File: src/rtl/nand3_exerciser.sv
// Drives all 8 input vectors into a 3-input cell, samples Y after a settle
// delay and counts mismatches against TRUTH. NAND3_EXERCISER_FAILLOG_EN adds first-failure capture.
module nand3_exerciser #(
  parameter logic [7:0] TRUTH         = 8'h7F,
  parameter int         SETTLE_CYCLES = 2,
  parameter int         LOOPS         = 1,
  parameter int         ERR_W         = 8
) (
  input  logic             clk,
  input  logic             rst,
  input  logic             start,
  output logic             A1,
  output logic             A2,
  output logic             A3,
  input  logic             Y,
  output logic             busy,
  output logic             done,
  output logic             pass,
  output logic [ERR_W-1:0] err_cnt,
  output logic [2:0]       fail_vec,
  output logic             fail_y
);

  typedef enum logic [2:0] {
    S_IDLE, S_APPLY, S_SETTLE, S_SAMPLE, S_DONE
  } state_t;

  localparam int CNT_W  = (SETTLE_CYCLES > 1) ? $clog2(SETTLE_CYCLES) : 1;
  localparam int LOOP_W = (LOOPS > 1) ? $clog2(LOOPS) : 1;
  localparam logic [CNT_W-1:0]  SETTLE_LAST = CNT_W'((SETTLE_CYCLES > 0) ? SETTLE_CYCLES - 1 : 0);
  localparam logic [LOOP_W-1:0] LOOP_LAST   = LOOP_W'((LOOPS > 0) ? LOOPS - 1 : 0);
  localparam logic [ERR_W-1:0]  ERR_MAX     = '1;
  localparam logic [ERR_W-1:0]  ERR_ONE     = {{(ERR_W-1){1'b0}}, 1'b1};

  state_t             state_q, state_d;
  logic [2:0]         vec_q, vec_d;
  logic [LOOP_W-1:0]  loop_q, loop_d;
  logic [CNT_W-1:0]   settle_q, settle_d;
  logic [ERR_W-1:0]   err_q, err_d;
  logic [ERR_W-1:0]   err_next;
  logic               busy_q, busy_d;
  logic               done_q, done_d;
  logic               pass_q, pass_d;
  logic               mismatch;
`ifdef NAND3_EXERCISER_FAILLOG_EN
  logic [2:0]         fail_vec_q, fail_vec_d;
  logic               fail_y_q, fail_y_d;
`endif

  always_comb begin
    state_d  = state_q;
    vec_d    = vec_q;
    loop_d   = loop_q;
    settle_d = settle_q;
    err_d    = err_q;
    busy_d   = busy_q;
    done_d   = done_q;
    pass_d   = pass_q;
`ifdef NAND3_EXERCISER_FAILLOG_EN
    fail_vec_d = fail_vec_q;
    fail_y_d   = fail_y_q;
`endif
    mismatch = (Y != TRUTH[vec_q]);
    err_next = err_q;
    if (mismatch && (err_q != ERR_MAX)) begin
      err_next = err_q + ERR_ONE;
    end

    case (state_q)
      S_IDLE, S_DONE: begin
        if (start) begin
          state_d  = S_APPLY;
          vec_d    = 3'd0;
          loop_d   = '0;
          err_d    = '0;
          busy_d   = 1'b1;
          done_d   = 1'b0;
          pass_d   = 1'b0;
`ifdef NAND3_EXERCISER_FAILLOG_EN
          fail_vec_d = 3'd0;
          fail_y_d   = 1'b0;
`endif
        end
      end
      S_APPLY: begin
        settle_d = '0;
        state_d  = (SETTLE_CYCLES == 0) ? S_SAMPLE : S_SETTLE;
      end
      S_SETTLE: begin
        if (settle_q == SETTLE_LAST) begin
          state_d = S_SAMPLE;
        end else begin
          settle_d = settle_q + {{(CNT_W-1){1'b0}}, 1'b1};
        end
      end
      S_SAMPLE: begin
        err_d = err_next;
`ifdef NAND3_EXERCISER_FAILLOG_EN
        // Only the first mismatch of a run is logged.
        if (mismatch && (err_q == '0)) begin
          fail_vec_d = vec_q;
          fail_y_d   = Y;
        end
`endif
        if (vec_q == 3'd7) begin
          if (loop_q == LOOP_LAST) begin
            state_d = S_DONE;
            busy_d  = 1'b0;
            done_d  = 1'b1;
            pass_d  = (err_next == '0);
          end else begin
            state_d = S_APPLY;
            vec_d   = 3'd0;
            loop_d  = loop_q + {{(LOOP_W-1){1'b0}}, 1'b1};
          end
        end else begin
          state_d = S_APPLY;
          vec_d   = vec_q + 3'd1;
        end
      end
      default: state_d = S_IDLE;
    endcase
  end

  always_ff @(posedge clk or posedge rst) begin
    if (rst) begin
      state_q  <= S_IDLE;
      vec_q    <= 3'd0;
      loop_q   <= '0;
      settle_q <= '0;
      err_q    <= '0;
      busy_q   <= 1'b0;
      done_q   <= 1'b0;
      pass_q   <= 1'b0;
    end else begin
      state_q  <= state_d;
      vec_q    <= vec_d;
      loop_q   <= loop_d;
      settle_q <= settle_d;
      err_q    <= err_d;
      busy_q   <= busy_d;
      done_q   <= done_d;
      pass_q   <= pass_d;
    end
  end

`ifdef NAND3_EXERCISER_FAILLOG_EN
  always_ff @(posedge clk or posedge rst) begin
    if (rst) begin
      fail_vec_q <= 3'd0;
      fail_y_q   <= 1'b0;
    end else begin
      fail_vec_q <= fail_vec_d;
      fail_y_q   <= fail_y_d;
    end
  end

  assign fail_vec = fail_vec_q;
  assign fail_y   = fail_y_q;
`else
  assign fail_vec = 3'd0;
  assign fail_y   = 1'b0;
`endif

  // The vector register drives the cell directly so A1..A3 stay glitch-free.
  assign A1      = vec_q[0];
  assign A2      = vec_q[1];
  assign A3      = vec_q[2];
  assign busy    = busy_q;
  assign done    = done_q;
  assign pass    = pass_q;
  assign err_cnt = err_q;

endmodule

File: config.mk
export PLATFORM = sky130hd
export DESIGN_NAME = nand3_exerciser
export DESIGN_NICKNAME = d
export VERILOG_FILES = /design/src/rtl/nand3_exerciser.sv
export SDC_FILE = /design/constraint.sdc
export NUM_CORES = 1
export LEC_CHECK = 0
export BUFFER_PORTS_ARGS = -buffer_cell sky130_fd_sc_hd__buf_2
export CAP_MARGIN = 5
export CORE_MARGIN = 3
export CORE_UTILIZATION = 53
export DETAILED_ROUTE_END_ITERATION = 8
export PLACE_DENSITY = 0.83
export SYNTH_ARGS = -nofsm -noshare
export SYNTH_HDL_FRONTEND = slang
export SYNTH_SLANG_ARGS = --single-unit
File: constraint.sdc
create_clock -name clk -period 2.4 [get_ports clk]
set_input_delay 0.12 -clock clk [delete_from_list [all_inputs] [get_ports clk]]
set_output_delay 0.12 -clock clk [all_outputs]
set_load 0.005 [all_outputs]
==> results.py, run 1 <==
metrics = {
    "outcome": {
        "status": "finished clean",
    },
    "clock_network": {
        "cts_resized": 0,
        "numCtsBuffers": 3,
        "cts_tree": "done",
        "cts.reportedPaths.clkPinSlew_ps": 90,
        "insertion_delay_ps": 290,
        "root_buffer": "clkbuf_4",
        "htree_levels": 1,
        "clk_path_buf_depth": 2,
        "postCtsSetupBuffers": 0,
        "cts.sinks": 18,
    },
    "detailed_routing": {
        "wire_per_inst_um": 14.1,
        "via_count": 982,
        "drc_errors": 0,
        "dr.pass1.iters": 4,
        "drt-total-wl_mm": 2.28,
        "drtIter0Drc": 35,
        "viasPerCell": 6.10,
        "ant_nets": 0,
    },
    "worst_setup_path": {
        "cp-end-kind": "flip-flop",
        "cp-start-kind": "flip-flop",
        "required_ps": 2630,
        "critPathKind": "reg -> reg",
        "rr_startpoint": "vec_q[0]",
        "startpoint": "vec_q[0]",
        "path_max_fanout": 8,
        "cp_data_arrival_time_ps": 2380,
    },
    "worst_hold_path": {
        "hp-start": "start",
        "hold_path.class": "in -> reg",
    },
    "yosys": {
        "synth_edf_count": 0,
        "postSynthCellCount": 123,
        "syn_area_um2": 1120,
        "synth_flop_cell": "dfrtp_1",
        "yosysSeqAreaShare_pct": 40.4,
        "yosysTopAreaCellShare_pct": 40.4,
        "syn_avg_cell_area_um2": 9.07,
        "yosysWarningCount": 0,
        "synth_area_leaders": "dfrtp_1 (40%), o21ai_0 (4.5%), nor2_1 (4.4%), buf_4 (4.0%), a21oi_1 (3.6%)",
        "ys_ff_latch": 18,
        "yosys.area.top_type": "dfrtp_1",
        "async_flop_share_pct": 100,
        "synthDistinctLibCells": 46,
    },
    "final_layout": {
        "finalNetCount": 145,
        "drive_above_1_share_pct": 20.6,
        "utilization_pct": 64.6,
        "final_area_um2": 1200,
        "n_fill_cell": 151,
        "layout_common_cells": "dfrtp_1 (18), buf_2 (17), nor2_1 (13)",
        "final_common_cell": "dfrtp_1",
        "syn_to_final_growth_pct": 7.62,
        "n_antenna_cell": 0,
    },
    "placement": {
        "dpl.hpwl_mm": 1.73,
        "portBuffers": 17,
        "placed_cell_area_um2": 1170,
        "place_ws_ps": 282,
        "gp_congestion": 0.960,
    },
    "sta": {
        "finalCriticalPeriod_ps": 2150,
        "fin_crit_sh_pct": 89.6,
        "finalHoldViolCount": 0,
        "rsz0062_at_grt": "no",
        "setup_violations": 0,
        "fmax_mhz": 465,
        "slew_violations": 0,
        "tightest_slew_ps": 658,
        "relSlewSlack_pct": 56.1,
        "fin_setup_tns_ps": 0,
        "fin_worst_skew_ps": 4.61,
        "setup_ws_ps": 250,
    },
    "global_route": {
        "grt_pass1_wl_mm": 3.97,
        "grt_max_degree": 19,
        "overflow": 0,
        "grt_antenna_before_repair": 0,
        "grt_usage_pct": 19.7,
        "grt_pass1_vias": 919,
    },
    "power_and_ir_drop": {
        "p_leak_nw": 0.577,
        "power_density_nw_per_um2": 876,
        "finalPower_mw": 1.05,
        "vdd_ir_drop_max_v": 0.000603,
    },
    "floorplanning": {
        "coreArea_um2": 1860,
        "initial_core_util_pct": 60.1,
        "dieWidth_um": 51.9,
        "rows": 15,
        "num_io_pins": 22,
        "die-height_um": 51.9,
        "dieArea_um2": 2690,
    },
    "flow_run": {
        "drv_cap": 0,
    },
}
[Yosys cell counts (6+ instances only)]
| library cell | instances |
|---|---|
| o21ai_0 | 10 |
| buf_4 | 6 |
| a21oi_1 | 8 |
| nor2_1 | 13 |
| nand2_1 | 9 |
| dfrtp_1 | 18 |
[metrics by stage]
step | cells | hold WS, ps
2_1_floorplan | 126 | 58.6
3_3_place_gp | 157 | 247
3_5_place_dp | 157 | 244
4_1_cts | 161 | 14.0
5_1_grt | 161 | 28.0
6_report | 161 | 24.8
[registers in the layout (all words and copies together) (netlist names)]
name      count
pass          1
done          1
err_cnt       8
state_q       3
vec_q         3
busy          1
settle_q      1
[final cells by class]
| class | instances | area, µm² | share of cell area (%) |
|---|---|---|---|
| inverters | 3 | 11.3 | 0.938 |
| clock buffers | 3 | 22.5 | 1.88 |
| multi-input cells | 94 | 591 | 49.2 |
| repair buffers | 18 | 95.1 | 7.92 |
| well taps | 25 | 31.3 | 2.60 |
| flip-flops and latches | 18 | 450 | 37.5 |
[worst max-delay path, stage by stage (launching register included)]
cell and delay (ps):
dfrtp_1 420, ha_1 210, ha_1 300, xnor2_2 250, o21a_1 180, or3_1 310, a211oi_1 250, a31o_1 170
[final timing paths]
| kind | cells after the start | end | slack [ps] |
|---|---|---|---|
| setup / recovery | 7 | pass | 250 |
| hold / removal | 2 | state_q[2] | 20 |
| setup reg to reg | 7 | pass | 250 |
| hold reg to reg | 1 | state_q[1] | 480 |
| max in group asynchronous | 3 | err_cnt[3] | 1530 |
| min in group asynchronous | 3 | err_cnt[5] | 450 |
[layer usage]
metal,vias up,global-route usage [%],routed length (µm)
met3,6,5.16,137
met1,471,26.4,1070
met5,-,0,0
met2,34,31.6,1050
met4,0,4.80,17
li1,471,-,-
[power breakdown]
| group | internal, mW | total, mW | switching [mW] | leakage, nW |
|---|---|---|---|---|
| combinational | 0.189 | 0.424 | 0.235 | 0.327 |
| clock | 0.0584 | 0.143 | 0.0845 | 0.0138 |
| sequential | 0.380 | 0.485 | 0.105 | 0.236 |
| total | 0.628 | 1.05 | 0.425 | 0.577 |
[cell families after synthesis]
kind of cell	count (synthesis)	share of synthesized area [%]
and+or+nand+nor	44	20.9
AOI/OAI and AO/OA	38	22.4
DFF	18	40.4
buffers and inverters	14	7.73
adders and majority gates	3	3.36
xor gates and xnor gates	3	3.03
muxes	2	1.91
other	1	0.336
[timing repair]
action,in CTS,in global routing
hold buffers,1,0
endpoints found under the hold margin,18,0
endpoints found under the setup margin,0,0
No activity file was read; power rests on OpenSTA's default activity.
==> run 2: changes to the inputs <==
- SETUP_SLACK_MARGIN: default -> 0.02
- clock period: 2.4 -> 2.2 ns (I/O delays scaled with it)
==> run 2 against run 1 <==
Effect of this change: via count decreased by 2.3%; count of clock-buffer cells in the layout increased by 1; hold slack got worse by 10 ps; sequential power increased by 8.7%; flip-flop and latch count unchanged; wire length increased by 1.7%; highest routed layer unchanged; sequential share of layout area decreased by 0.88 points; final cell count increased by 1.9%; utilization increased by 1.5 points; combinational power increased by 11%; global-route usage decreased by 0.87 points; clock power increased by 41%.
==> results.py, run 2 (synthesis gave the netlist of run 1 again) <==
metrics = {
    "floorplanning": {
        "rows": 15,
        "initial_core_util_pct": 60.1,
        "dieArea_um2": 2690,
        "coreArea_um2": 1860,
        "dieWidth_um": 51.9,
        "num_io_pins": 22,
        "die-height_um": 51.9,
    },
    "clock_network": {
        "cts_tree": "done",
        "root_buffer": "clkbuf_4",
        "numCtsBuffers": 3,
        "htree_levels": 1,
        "cts.sinks": 18,
        "cts.reportedPaths.clkPinSlew_ps": 100,
        "clk_path_buf_depth": 2,
        "insertion_delay_ps": 300,
    },
    "power_and_ir_drop": {
        "power_frac_seq_pct": 44.0,
        "p_sw_share_pct": 39.5,
        "p_sw_mw": 0.474,
        "power_density_nw_per_um2": 975,
        "vdd_ir_drop_max_v": 0.000570,
        "internal_power_mw": 0.725,
        "finalPower_mw": 1.20,
        "p_leak_nw": 0.595,
        "power.share.clock_pct": 16.8,
        "combPwrFrac_pct": 39.3,
    },
    "sta": {
        "fin_worst_skew_ps": 10.0,
        "setup_violations": 0,
        "fin_crit_sh_pct": 92.2,
        "fin_setup_tns_ps": 0,
        "tightest_slew_ps": 658,
        "fmax_mhz": 493,
        "setup_ws_ps": 172,
        "slew_violations": 0,
        "rsz0062_at_grt": "no",
        "finalHoldViolCount": 0,
        "finalCriticalPeriod_ps": 2030,
        "relSlewSlack_pct": 56.1,
    },
    "final_layout": {
        "largest_register_ffs": 8,
        "n_fill_cell": 138,
        "drive_above_1_share_pct": 22.3,
        "final_area_um2": 1230,
        "syn_to_final_growth_pct": 10.2,
        "layout_common_cells": "dfrtp_1 (18), buf_2 (17), nor2_1 (13)",
        "finalNetCount": 147,
        "final_common_cell": "dfrtp_1",
        "n_antenna_cell": 0,
    },
    "worst_setup_path": {
        "cp-end-kind": "flip-flop",
        "reg2regPathDepth": 7,
        "cp-start-kind": "flip-flop",
        "required_ps": 2440,
        "critPathKind": "reg -> reg",
        "path_max_fanout": 8,
        "cp_data_arrival_time_ps": 2270,
    },
    "worst_hold_path": {
        "whs_path_depth": 2,
        "hold_path.class": "in -> reg",
    },
    "global_route": {
        "grt_pass1_vias": 878,
        "grt_antenna_before_repair": 0,
        "overflow": 0,
        "grt_pass1_wl_mm": 3.88,
        "grt_max_degree": 19,
        "grt_usage_pct": 18.9,
    },
    "placement": {
        "dpl.hpwl_mm": 1.73,
        "portBuffers": 17,
        "placed_cell_area_um2": 1180,
        "place_ws_ps": 212,
        "gp_congestion": 0.928,
    },
    "outcome": {
        "status": "finished clean",
    },
    "detailed_routing": {
        "wire_per_inst_um": 14.1,
        "drtIter0Drc": 23,
        "via_count": 959,
        "dr.pass1.iters": 4,
        "ant_nets": 0,
        "drt-total-wl_mm": 2.31,
        "drc_errors": 0,
        "viasPerCell": 5.85,
    },
    "flow_run": {
        "drv_cap": 0,
    },
}
==> run 2: cell types whose count changed in the layout (fill, tap and decap cells not counted), sizes merged <==
cell | previous run | this run
buf | 17 | 19
clkbuf | 3 | 4
==> run 2: final timing paths <==
path	from	endpoint	slack, ps
min in group asynchronous	rst	err_cnt[5]	440
max in group asynchronous	rst	err_cnt[3]	1330
min	start	state_q[2]	10
min reg2reg	state_q[2]	state_q[1]	480
max	vec_q[0]	pass	170
max reg2reg	vec_q[0]	pass	170
==> run 2: final cells by class <==
type / instances / area, µm² / share of cell area (%)
sequential: 18 / 450 / 36.6
inverter: 3 / 11.3 / 0.916
timing repair buffer: 20 / 110 / 8.95
clock buffer: 4 / 36.3 / 2.95
tap: 25 / 31.3 / 2.54
multi-input combinational: 94 / 591 / 48.0
==> run 2: worst max-delay path, stage by stage (launching register included) <==
cell      delay [ps]
dfrtp_1          430
ha_1             220
ha_1             230
xnor2_2          220
o21a_1           170
or3_1            310
a211oi_1         240
a31o_1           170
==> run 2: power groups by stage <==
stage / Combinational [mW] / Clock, mW / Sequential (mW)
after floorplan: 0.368 / 0 / 0.494
after global placement: 0.452 / 0 / 0.522
final: 0.471 / 0.201 / 0.527
after CTS: 0.472 / 0.210 / 0.525
after global routing: 0.530 / 0.219 / 0.545
after detailed placement: 0.466 / 0 / 0.531
==> run 2: per-stage QoR <==
step	utilization [%]	instances	hold WS [ps]
after floorplan	-	126	48.6
final	66.2	164	14.3
after CTS	66.2	164	2.27
after global routing	66.2	164	11.6
after global placement	63.7	159	237
after detailed placement	63.7	159	244
==> run 2: layer usage <==
metal / vias up / GRT usage [%] / share of wire, %
met4: 0 / 3.93 / 1.1
met2: 25 / 30.1 / 45
met3: 4 / 5.16 / 5.0
li1: 473 / - / -
met5: - / 0 / 0
met1: 457 / 25.4 / 49
==> run 2: what timing repair did <==
item | 4_1_cts | 5_1_grt
hold endpoints to repair | 18 | 0
hold buffers | 1 | 0
resized for setup | 0 | 0
buffers inserted | 0 | 0
